[config.mk]
export PLATFORM = sky130hd
export DESIGN_NAME = fp64_normalize_pack
export DESIGN_NICKNAME = d
export VERILOG_FILES = /design/src/rtl/fp64_pkg.sv /design/src/rtl/fp64_normalize_pack_clz.sv /design/src/rtl/fp64_normalize_pack.sv
export SDC_FILE = /design/constraint.sdc
export NUM_CORES = 1
export LEC_CHECK = 0
export CAP_MARGIN = 30
export CORE_MARGIN = 1
export CORE_UTILIZATION = 46
export CTS_CLUSTER_DIAMETER = 30
export DETAILED_ROUTE_END_ITERATION = 8
export PLACE_DENSITY = 0.67
export SYNTH_ARGS = -nofsm -noshare
export SYNTH_HDL_FRONTEND = slang
export SYNTH_SLANG_ARGS = --single-unit
[constraint.sdc]
create_clock -name clk -period 57.2 [get_ports clk]
set_clock_uncertainty 0.1 [all_clocks]
set_input_delay 11.44 -clock clk [delete_from_list [all_inputs] [get_ports clk]]
set_output_delay 11.44 -clock clk [all_outputs]
set_load 0.05 [all_outputs]
[src/rtl/fp64_pkg.sv]
// Shared constants and pipeline payload types for the FP64 normalise/pack back end.
package fp64_pkg;
    localparam int FP64_BIAS    = 1023;
    localparam int FP64_EXP_MAX = 2047;
    localparam int FP64_FRAC_W  = 52;
    localparam int FP64_EXP_W   = 13;   // biased exponent width carried through the pipe
    localparam int FP64_MANT_W  = 64;

    typedef struct packed {
        logic                   sign;
        logic [10:0]            exp;
        logic [FP64_FRAC_W-1:0] frac;
    } fp64_t;

    // count stage: raw input plus its leading-zero count
    typedef struct packed {
        logic                   sign;
        logic                   zero;
        logic [FP64_EXP_W-1:0]  exp;
        logic [5:0]             lz;
        logic [FP64_MANT_W-1:0] mant;
    } s1_t;

    // shift stage: left-justified magnitude, exponent one bit wider so it cannot wrap
    typedef struct packed {
        logic                   sign;
        logic                   zero;
        logic [FP64_EXP_W:0]    e;
        logic [FP64_MANT_W-1:0] m;
    } s2_t;
endpackage

[src/rtl/fp64_normalize_pack_clz.sv]
// 64-bit leading-zero counter (combinational). An all-zero input yields 0;
// callers flag zero separately.
module fp64_normalize_pack_clz (
    input  logic [63:0] a,
    output logic [5:0]  lz
);
    logic found;

    // scan from the MSB, counting zeros until the first set bit
    always_comb begin
        lz    = 6'd0;
        found = 1'b0;
        for (int i = 63; i >= 0; i--) begin
            if (!found) begin
                if (a[i]) found = 1'b1;
                else      lz    = lz + 6'd1;
            end
        end
    end
endmodule

[src/rtl/fp64_normalize_pack.sv]
// FP64 back end: count leading zeros, left-justify, round-to-nearest-even, pack.
// Three-stage pipeline with a single global stall (adv).
// Optional: define FP64_DENORM_EN to produce subnormals instead of flushing to zero.
module fp64_normalize_pack
    import fp64_pkg::*;
#(
    parameter int EXP_W  = FP64_EXP_W,
    parameter int MANT_W = FP64_MANT_W
) (
    input  logic                    clk,
    input  logic                    rst,
    input  logic                    in_valid,
    output logic                    in_ready,
    input  logic                    in_sign,
    input  logic signed [EXP_W-1:0] in_exp,
    input  logic [MANT_W-1:0]       in_mant,
    output logic                    out_valid,
    input  logic                    out_ready,
    output logic [63:0]             out_data
);
    localparam int STAGES = 3;
    localparam int EW     = FP64_EXP_W;
    localparam int EW3    = EW + 2;     // room for the rounding carry on top of the shifted exponent
    localparam logic signed [EW3-1:0] E_ONE = EW3'(1);
    localparam logic signed [EW3-1:0] E_MAX = EW3'(FP64_EXP_MAX);

    logic              adv;
    logic [STAGES:1]   vld_pipe;
    logic [5:0]        lz;
    s1_t               s1_d, s1_q;
    s2_t               s2_q;
    logic signed [EW:0] e2;
    fp64_t             res;

    assign adv       = !vld_pipe[STAGES] | out_ready;
    assign in_ready  = adv;
    assign out_valid = vld_pipe[STAGES];

    fp64_normalize_pack_clz u_clz (
        .a  (in_mant),
        .lz (lz)
    );

    assign s1_d = '{sign: in_sign, zero: (in_mant == '0), exp: in_exp, lz: lz, mant: in_mant};

    // exponent after normalisation, one bit wider than the input so it cannot wrap
    assign e2 = $signed({s1_q.exp[EW-1], s1_q.exp}) - $signed({{(EW-5){1'b0}}, s1_q.lz});

    // valid shift register; bubbles travel with the data
    always_ff @(posedge clk) begin
        if (rst)      vld_pipe <= '0;
        else if (adv) vld_pipe <= {vld_pipe[STAGES-1:1], in_valid};
    end

    // payload registers for the count and shift stages
    always_ff @(posedge clk) begin
        if (adv) begin
            s1_q      <= s1_d;
            s2_q.sign <= s1_q.sign;
            s2_q.zero <= s1_q.zero;
            s2_q.e    <= e2;
            s2_q.m    <= s1_q.mant << s1_q.lz;
        end
    end

    logic signed [EW3-1:0] e3, e_n;
    logic [52:0]           kept, kept_n;
    logic [53:0]           rnd;
    logic                  g, st, up;
`ifdef FP64_DENORM_EN
    logic signed [EW3-1:0] sh_full;
    logic [5:0]            sh;
    logic [63:0]           m_sh;
    logic [52:0]           dk, dr;
    logic                  lost, dg, ds, dup;
`endif

    // round and pack; underflow is decided on the pre-round exponent, overflow after carry
    always_comb begin
        e3     = $signed({s2_q.e[EW], s2_q.e});
        kept   = s2_q.m[63:11];
        g      = s2_q.m[10];
        st     = |s2_q.m[9:0];
        up     = g & (st | kept[0]);
        rnd    = {1'b0, kept} + {53'd0, up};
        kept_n = rnd[53] ? 53'h10_0000_0000_0000 : rnd[52:0];
        e_n    = rnd[53] ? e3 + E_ONE : e3;
`ifdef FP64_DENORM_EN
        sh_full = E_ONE - e3;
        sh      = (sh_full > EW3'(54)) ? 6'd54 : sh_full[5:0];
        m_sh    = s2_q.m >> sh;
        lost    = |(s2_q.m & ~({64{1'b1}} << sh));
        dk      = m_sh[63:11];
        dg      = m_sh[10];
        ds      = (|m_sh[9:0]) | lost;
        dup     = dg & (ds | dk[0]);
        dr      = dk + {52'd0, dup};
`endif
        if (s2_q.zero)
            res = '{sign: s2_q.sign, exp: 11'd0, frac: '0};
        else if (e_n >= E_MAX)
            res = '{sign: s2_q.sign, exp: 11'h7FF, frac: '0};
        else if (e3 < E_ONE)
`ifdef FP64_DENORM_EN
            res = '{sign: s2_q.sign, exp: {10'd0, dr[52]}, frac: dr[51:0]};
`else
            res = '{sign: s2_q.sign, exp: 11'd0, frac: '0};
`endif
        else
            res = '{sign: s2_q.sign, exp: e_n[10:0], frac: kept_n[51:0]};
    end

    // output register; holds while downstream stalls
    always_ff @(posedge clk) begin
        if (rst)                    out_data <= '0;
        else if (adv & vld_pipe[2]) out_data <= res;
    end
endmodule

# After elaboration in Yosys (flattened, before gate mapping)
# Index checks and enable logic that the tools add are counted.
# op_classes
addsub	66
n_mul	0
div	0
magnitude_cmp	2
n_eq_ne	0
shift	1
mux	257
bitwise_logic	4
n_reduce_logical	3
# op_table
cell	n
6-bit 2-to-1 mux	126
6-bit by 1-bit adder with 6-bit output (second input constant)	62
63-bit 2-to-1 mux	3
1-bit 2-to-1 mux	126
64-bit logical NOT	1
64-bit by 6-bit << shifter with 64-bit output	1
53-bit by 1-bit adder with 54-bit output	1
52-bit 2-to-1 mux	1
14-bit by 2-bit adder with 15-bit output (second input constant)	1
15-bit by 12-bit >= comparator with 1-bit output (second input constant)	1
15-bit 2-to-1 mux	1
14-bit by 2-bit < comparator with 1-bit output (second input constant)	1
13-bit by 7-bit subtractor with 14-bit output	1
10-bit OR reduction	1
1-bit by 1-bit adder with 2-bit output (second input constant)	1
1-bit bitwise AND	2
1-bit OR	2
1-bit logical NOT	1
# word_totals
regBits	232
latch_bits	0
mem_bits_rw	0
rom_bits	0
in_bits	82
output_inout_bits	66
word_cells	344
memories	0

# Depth between registers and ports, before layout
# logic_depth
depth_word	190
depth_mapped	165
depth_no_buf	162

# Hierarchy
# A second synthesis with hierarchy kept.
# hier_totals
hier_cells	2558
hier_area_um2	22063.7
# modules_own_cells
module	instances	cells_each	area_each_um2	seq_area_each_um2
fp64_normalize_pack	1	1269	13499.2	6296.0
fp64_normalize_pack_clz	1	1289	8564.5	0.0

# Least setup slack after synthesis
# OpenSTA, ideal clock, no wires.
# synth_timing
kind	input -> register
start	input port in_mant[62]
end	register s1_q[69] (netlist name) (data pin)
setup_time_ns	0.268
arrival_ns	38.213
t_required_ns	56.832
setup_slack_ns	18.619
cell_stages	158
n_path_buf	4
path_cell_list	buf_4 -> or4_4 -> buf_6 -> and2_1 -> ha_1 -> nand2b_1 -> a2111oi_0 -> a21oi_1 -> ha_1 -> nand2_1 -> a311o_1 -> o21ai_0 -> inv_1 -> ha_1 -> nand4_1 -> o21a_1 -> ha_1 -> inv_1 -> (+122 left out) -> a211oi_1 -> o21a_1 -> ha_1 -> nand2_1 -> nand2_1 -> ha_1 -> mux2i_1 -> o21ai_0 -> ha_1 -> nor2b_1 -> xor2_1 -> nand2_1 -> xnor2_1 -> nand2_1 -> nor2_1 -> nor3_1 -> nor4_2 -> xnor3_1
# synth_via
elab_chain_cells	188
word_cells_on_any_way	251
classes_between	62 x add/sub; 189 x mux
# synth_lines
item	line_no	text
start: declaration	fp64_normalize_pack.sv:16	input logic [MANT_W-1:0] in_mant,
6-bit 2-to-1 mux	fp64_normalize_pack_clz.sv:15	if (a[i]) found = 1'b1;
6-bit 2-to-1 mux	fp64_normalize_pack_clz.sv:14	if (!found) begin
6-bit by 1-bit adder with 6-bit output	fp64_normalize_pack_clz.sv:16	else lz = lz + 6'd1;
6-bit 2-to-1 mux	fp64_normalize_pack_clz.sv:15	
6-bit 2-to-1 mux	fp64_normalize_pack_clz.sv:14	
6-bit by 1-bit adder with 6-bit output	fp64_normalize_pack_clz.sv:16	
6-bit 2-to-1 mux	fp64_normalize_pack_clz.sv:15	
6-bit 2-to-1 mux	fp64_normalize_pack_clz.sv:14	
(+173 left out)	-	
6-bit 2-to-1 mux	fp64_normalize_pack_clz.sv:14	
6-bit by 1-bit adder with 6-bit output	fp64_normalize_pack_clz.sv:16	
6-bit 2-to-1 mux	fp64_normalize_pack_clz.sv:15	
6-bit 2-to-1 mux	fp64_normalize_pack_clz.sv:14	
6-bit by 1-bit adder with 6-bit output	fp64_normalize_pack_clz.sv:16	
6-bit 2-to-1 mux	fp64_normalize_pack_clz.sv:15	
6-bit 2-to-1 mux (*)	fp64_normalize_pack_clz.sv:14	
named net lz[5]	fp64_normalize_pack.sv:29	logic [5:0] lz;
end signal: assignment	fp64_normalize_pack.sv:58	s1_q <= s1_d;
end: declaration	fp64_normalize_pack.sv:30	s1_t s1_d, s1_q;
# Mark *: on every way through the listed nets, which the timed path passes. The rest lies on a longest branch.
# A chain may end at the register's enable or synchronous reset.

# Worst setup path after layout
# Same ends and word-level chain as after synthesis.

==> flow_summary.json <==
{
  "end_kind": "flop",
  "ctsResizeCount": 0,
  "power_density_nw_per_um2": 23.0,
  "antenna_left": 0,
  "stdcell_count": 3359,
  "routed_wirelength_mm": 61.5,
  "drtPass1Iterations": 6,
  "drt-initial-drc-count": 1816,
  "ys_ff_latch": 232,
  "cp.required_ns": 57.37,
  "synth_top_area_frac": 0.223,
  "setup_viol": 0,
  "insertion_delay_ns": 0.55,
  "finalMaxSlewViolations": 0,
  "wl_per_cell_um": 18.3,
  "syn_to_final_growth_pct": 14.6,
  "cts_root_buf": "clkbuf_16",
  "post-synth-top-count-cell": "nor2_1",
  "tightest_slew_ns": 1.10,
  "syn_inst": 2629,
  "fillCellCount": 4331,
  "yosys_warnings": 0,
  "start_util": 0.465,
  "dieArea_um2": 49100,
  "avgSynthCellArea_um2": 8.43,
  "peakVddDrop_uv": 21.0,
  "period_share": 0.750,
  "syn_area_um2": 22200,
  "io_buffers": 147,
  "antenna_found_initial": 2,
  "maxCapViolations": 0,
  "cp_top_family": "compound AO/OA/AOI/OAI gates",
  "start_kind": "primary input",
  "layout.nets": 2865,
  "die_w_um": 222,
  "cpMostUsedCell": "ha_1",
  "cp_slowest_cell": "a2111oi_0",
  "dp_hpwl_mm": 48.1,
  "synth_cell_types": 122,
  "period_minus_slack_ns": 42.91,
  "numCtsBuffers": 40,
  "ios": 148,
  "num_vias": 20100,
  "ys_seq_area_frac": 0.284,
  "synth_area_leader_cell": "edfxtp_1",
  "grt_pass1_vias": 18700,
  "status": "finished clean",
  "overflow": 0,
  "hold_violations": 0,
  "numClockSinks": 232,
  "timing.setup.tns_ns": 0,
  "syn_nets": 2781,
  "cpPeakStageDelay_ns": 0.78,
  "grt_max_degree": 74,
  "grt_pass1_wl_mm": 98.7,
  "path_buf_inv": 7,
  "synth_edf_count": 165,
  "cts_setup_buffers": 0,
  "cts_hold_buf": 0,
  "ctsLongestPathBuffers": 3,
  "yosys-top-cells-area": "edfxtp_1 (22%), dfxtp_1 (6.0%), nor2_1 (5.9%)",
  "async_flop_share": 0,
  "maxSlewHeadroom": 0.260,
  "leakage_nw": 9.67,
  "clk_pin_slew_ns": 0.05,
  "grt_usage": 0.244,
  "cts_tree": "done",
  "insertedDiodeCount": 0,
  "ys.flop_type": "edfxtp_1",
  "drc_errors": 0,
  "hold_class": "reg -> reg",
  "critical_path_class": "in -> reg",
  "cp_max_fo": 11,
  "rows": 80,
  "die_h_um": 222,
  "dp.cells": 3285,
  "worstPathArrival_ns": 43.08,
  "htree_levels": 2,
  "viasPerCell": 5.97,
  "core_um2": 47600,
  "drive_gt1_frac": 0.0966,
  "rsz0062_at_grt": "false",
  "fmax_mhz": 23.3,
  "place_congestion": 0.925,
  "netlist_top_cells_count": "nor2_1 (351), nand2_1 (336), edfxtp_1 (165)"
}
-- per-layer routing --
layer	global-route usage	up-vias	routed length [µm]
li1	-	9780	-
met1	0.338	9536	28600
met2	0.404	626	28600
met3	0.0252	112	2820
met4	0.0724	4	1520
met5	0	-	27
-- where the power goes --
part           internal (W)  switching [W]  total, W
logic             0.0000589      0.0000848  0.000144
registers          0.000201      0.0000143  0.000215
clock network      0.000143      0.0000846  0.000227
total              0.000402       0.000184  0.000586
-- final timing paths --
path	depth (start not counted)	start	end	slack, ns
worst max-delay path	160	in_mant[62]	s1_q[69]	14.29
worst min-delay path	0	s1_q[84]	s2_q[79]	0.33
worst max register to register	22	kept[0]	out_data[14]	51.33
worst min register to register	0	s1_q[84]	s2_q[79]	0.33
-- kinds of logic after synthesis --
kind of cell             Yosys count  share of synthesized area
flip-flops                       232                      0.284
adder cells (fa/ha/maj)           72                     0.0407
multiplexers                     156                     0.0962
buffers and inverters            197                     0.0368
AO/OA/AOI/OAI                    564                      0.170
AND/OR/NAND/NOR                 1173                      0.259
XOR/XNOR                         235                      0.114
-- final cells by class --
cell class | instances | area [µm²] | share of cell area
Multi-Input combinational cell | 2200 | 15100 | 0.593
Tap cell | 615 | 769 | 0.0303
Timing Repair Buffer | 168 | 1690 | 0.0665
Clock buffer | 49 | 1090 | 0.0427
Inverter | 71 | 267 | 0.0105
Sequential cell | 232 | 6300 | 0.248
Clock inverter | 24 | 235 | 0.00925
-- flip-flops by register name (all words and copies together) (netlist names) --
name,count
vld_pipe,3
g,1
s2_q,12
out_data,64
s1_q,85
kept,53
e3,14
-- through the flow --
step                total power (W)  area, µm²  setup slack [ns]   util  hold slack [ns]
floorplan                  0.000314      22200             18.62      -            0.300
global placement           0.000357      24000             15.55  0.504            0.305
detailed placement         0.000359      24100             14.05  0.505            0.308
CTS                        0.000588      25400             14.57  0.533            0.326
global route               0.000613      25400             11.45  0.534            0.334
finish                     0.000586      25400             14.29  0.534            0.326
-- cells in the final DEF, fill, tap and decap left out, types with 69 or more instances in the layout --
cell type and n:
nand3_1 87, edfxtp_1 165, a21oi_1 139, nor2_1 351, ha_1 69, mux2i_1 86
clkdlybuf4s50_1 146, o21ai_0 117, nand2_1 335, xnor2_1 133
-- worst reg2reg max path: cells and delay by family, from the launching register on --
family | cells | cell delay, ns
buffers and inverters | 1 | 0.25
AO/OA/AOI/OAI | 4 | 0.50
flip-flops | 1 | 0.36
AND/OR/NAND/NOR | 17 | 4.61
(Power assumes the default switching activity.)
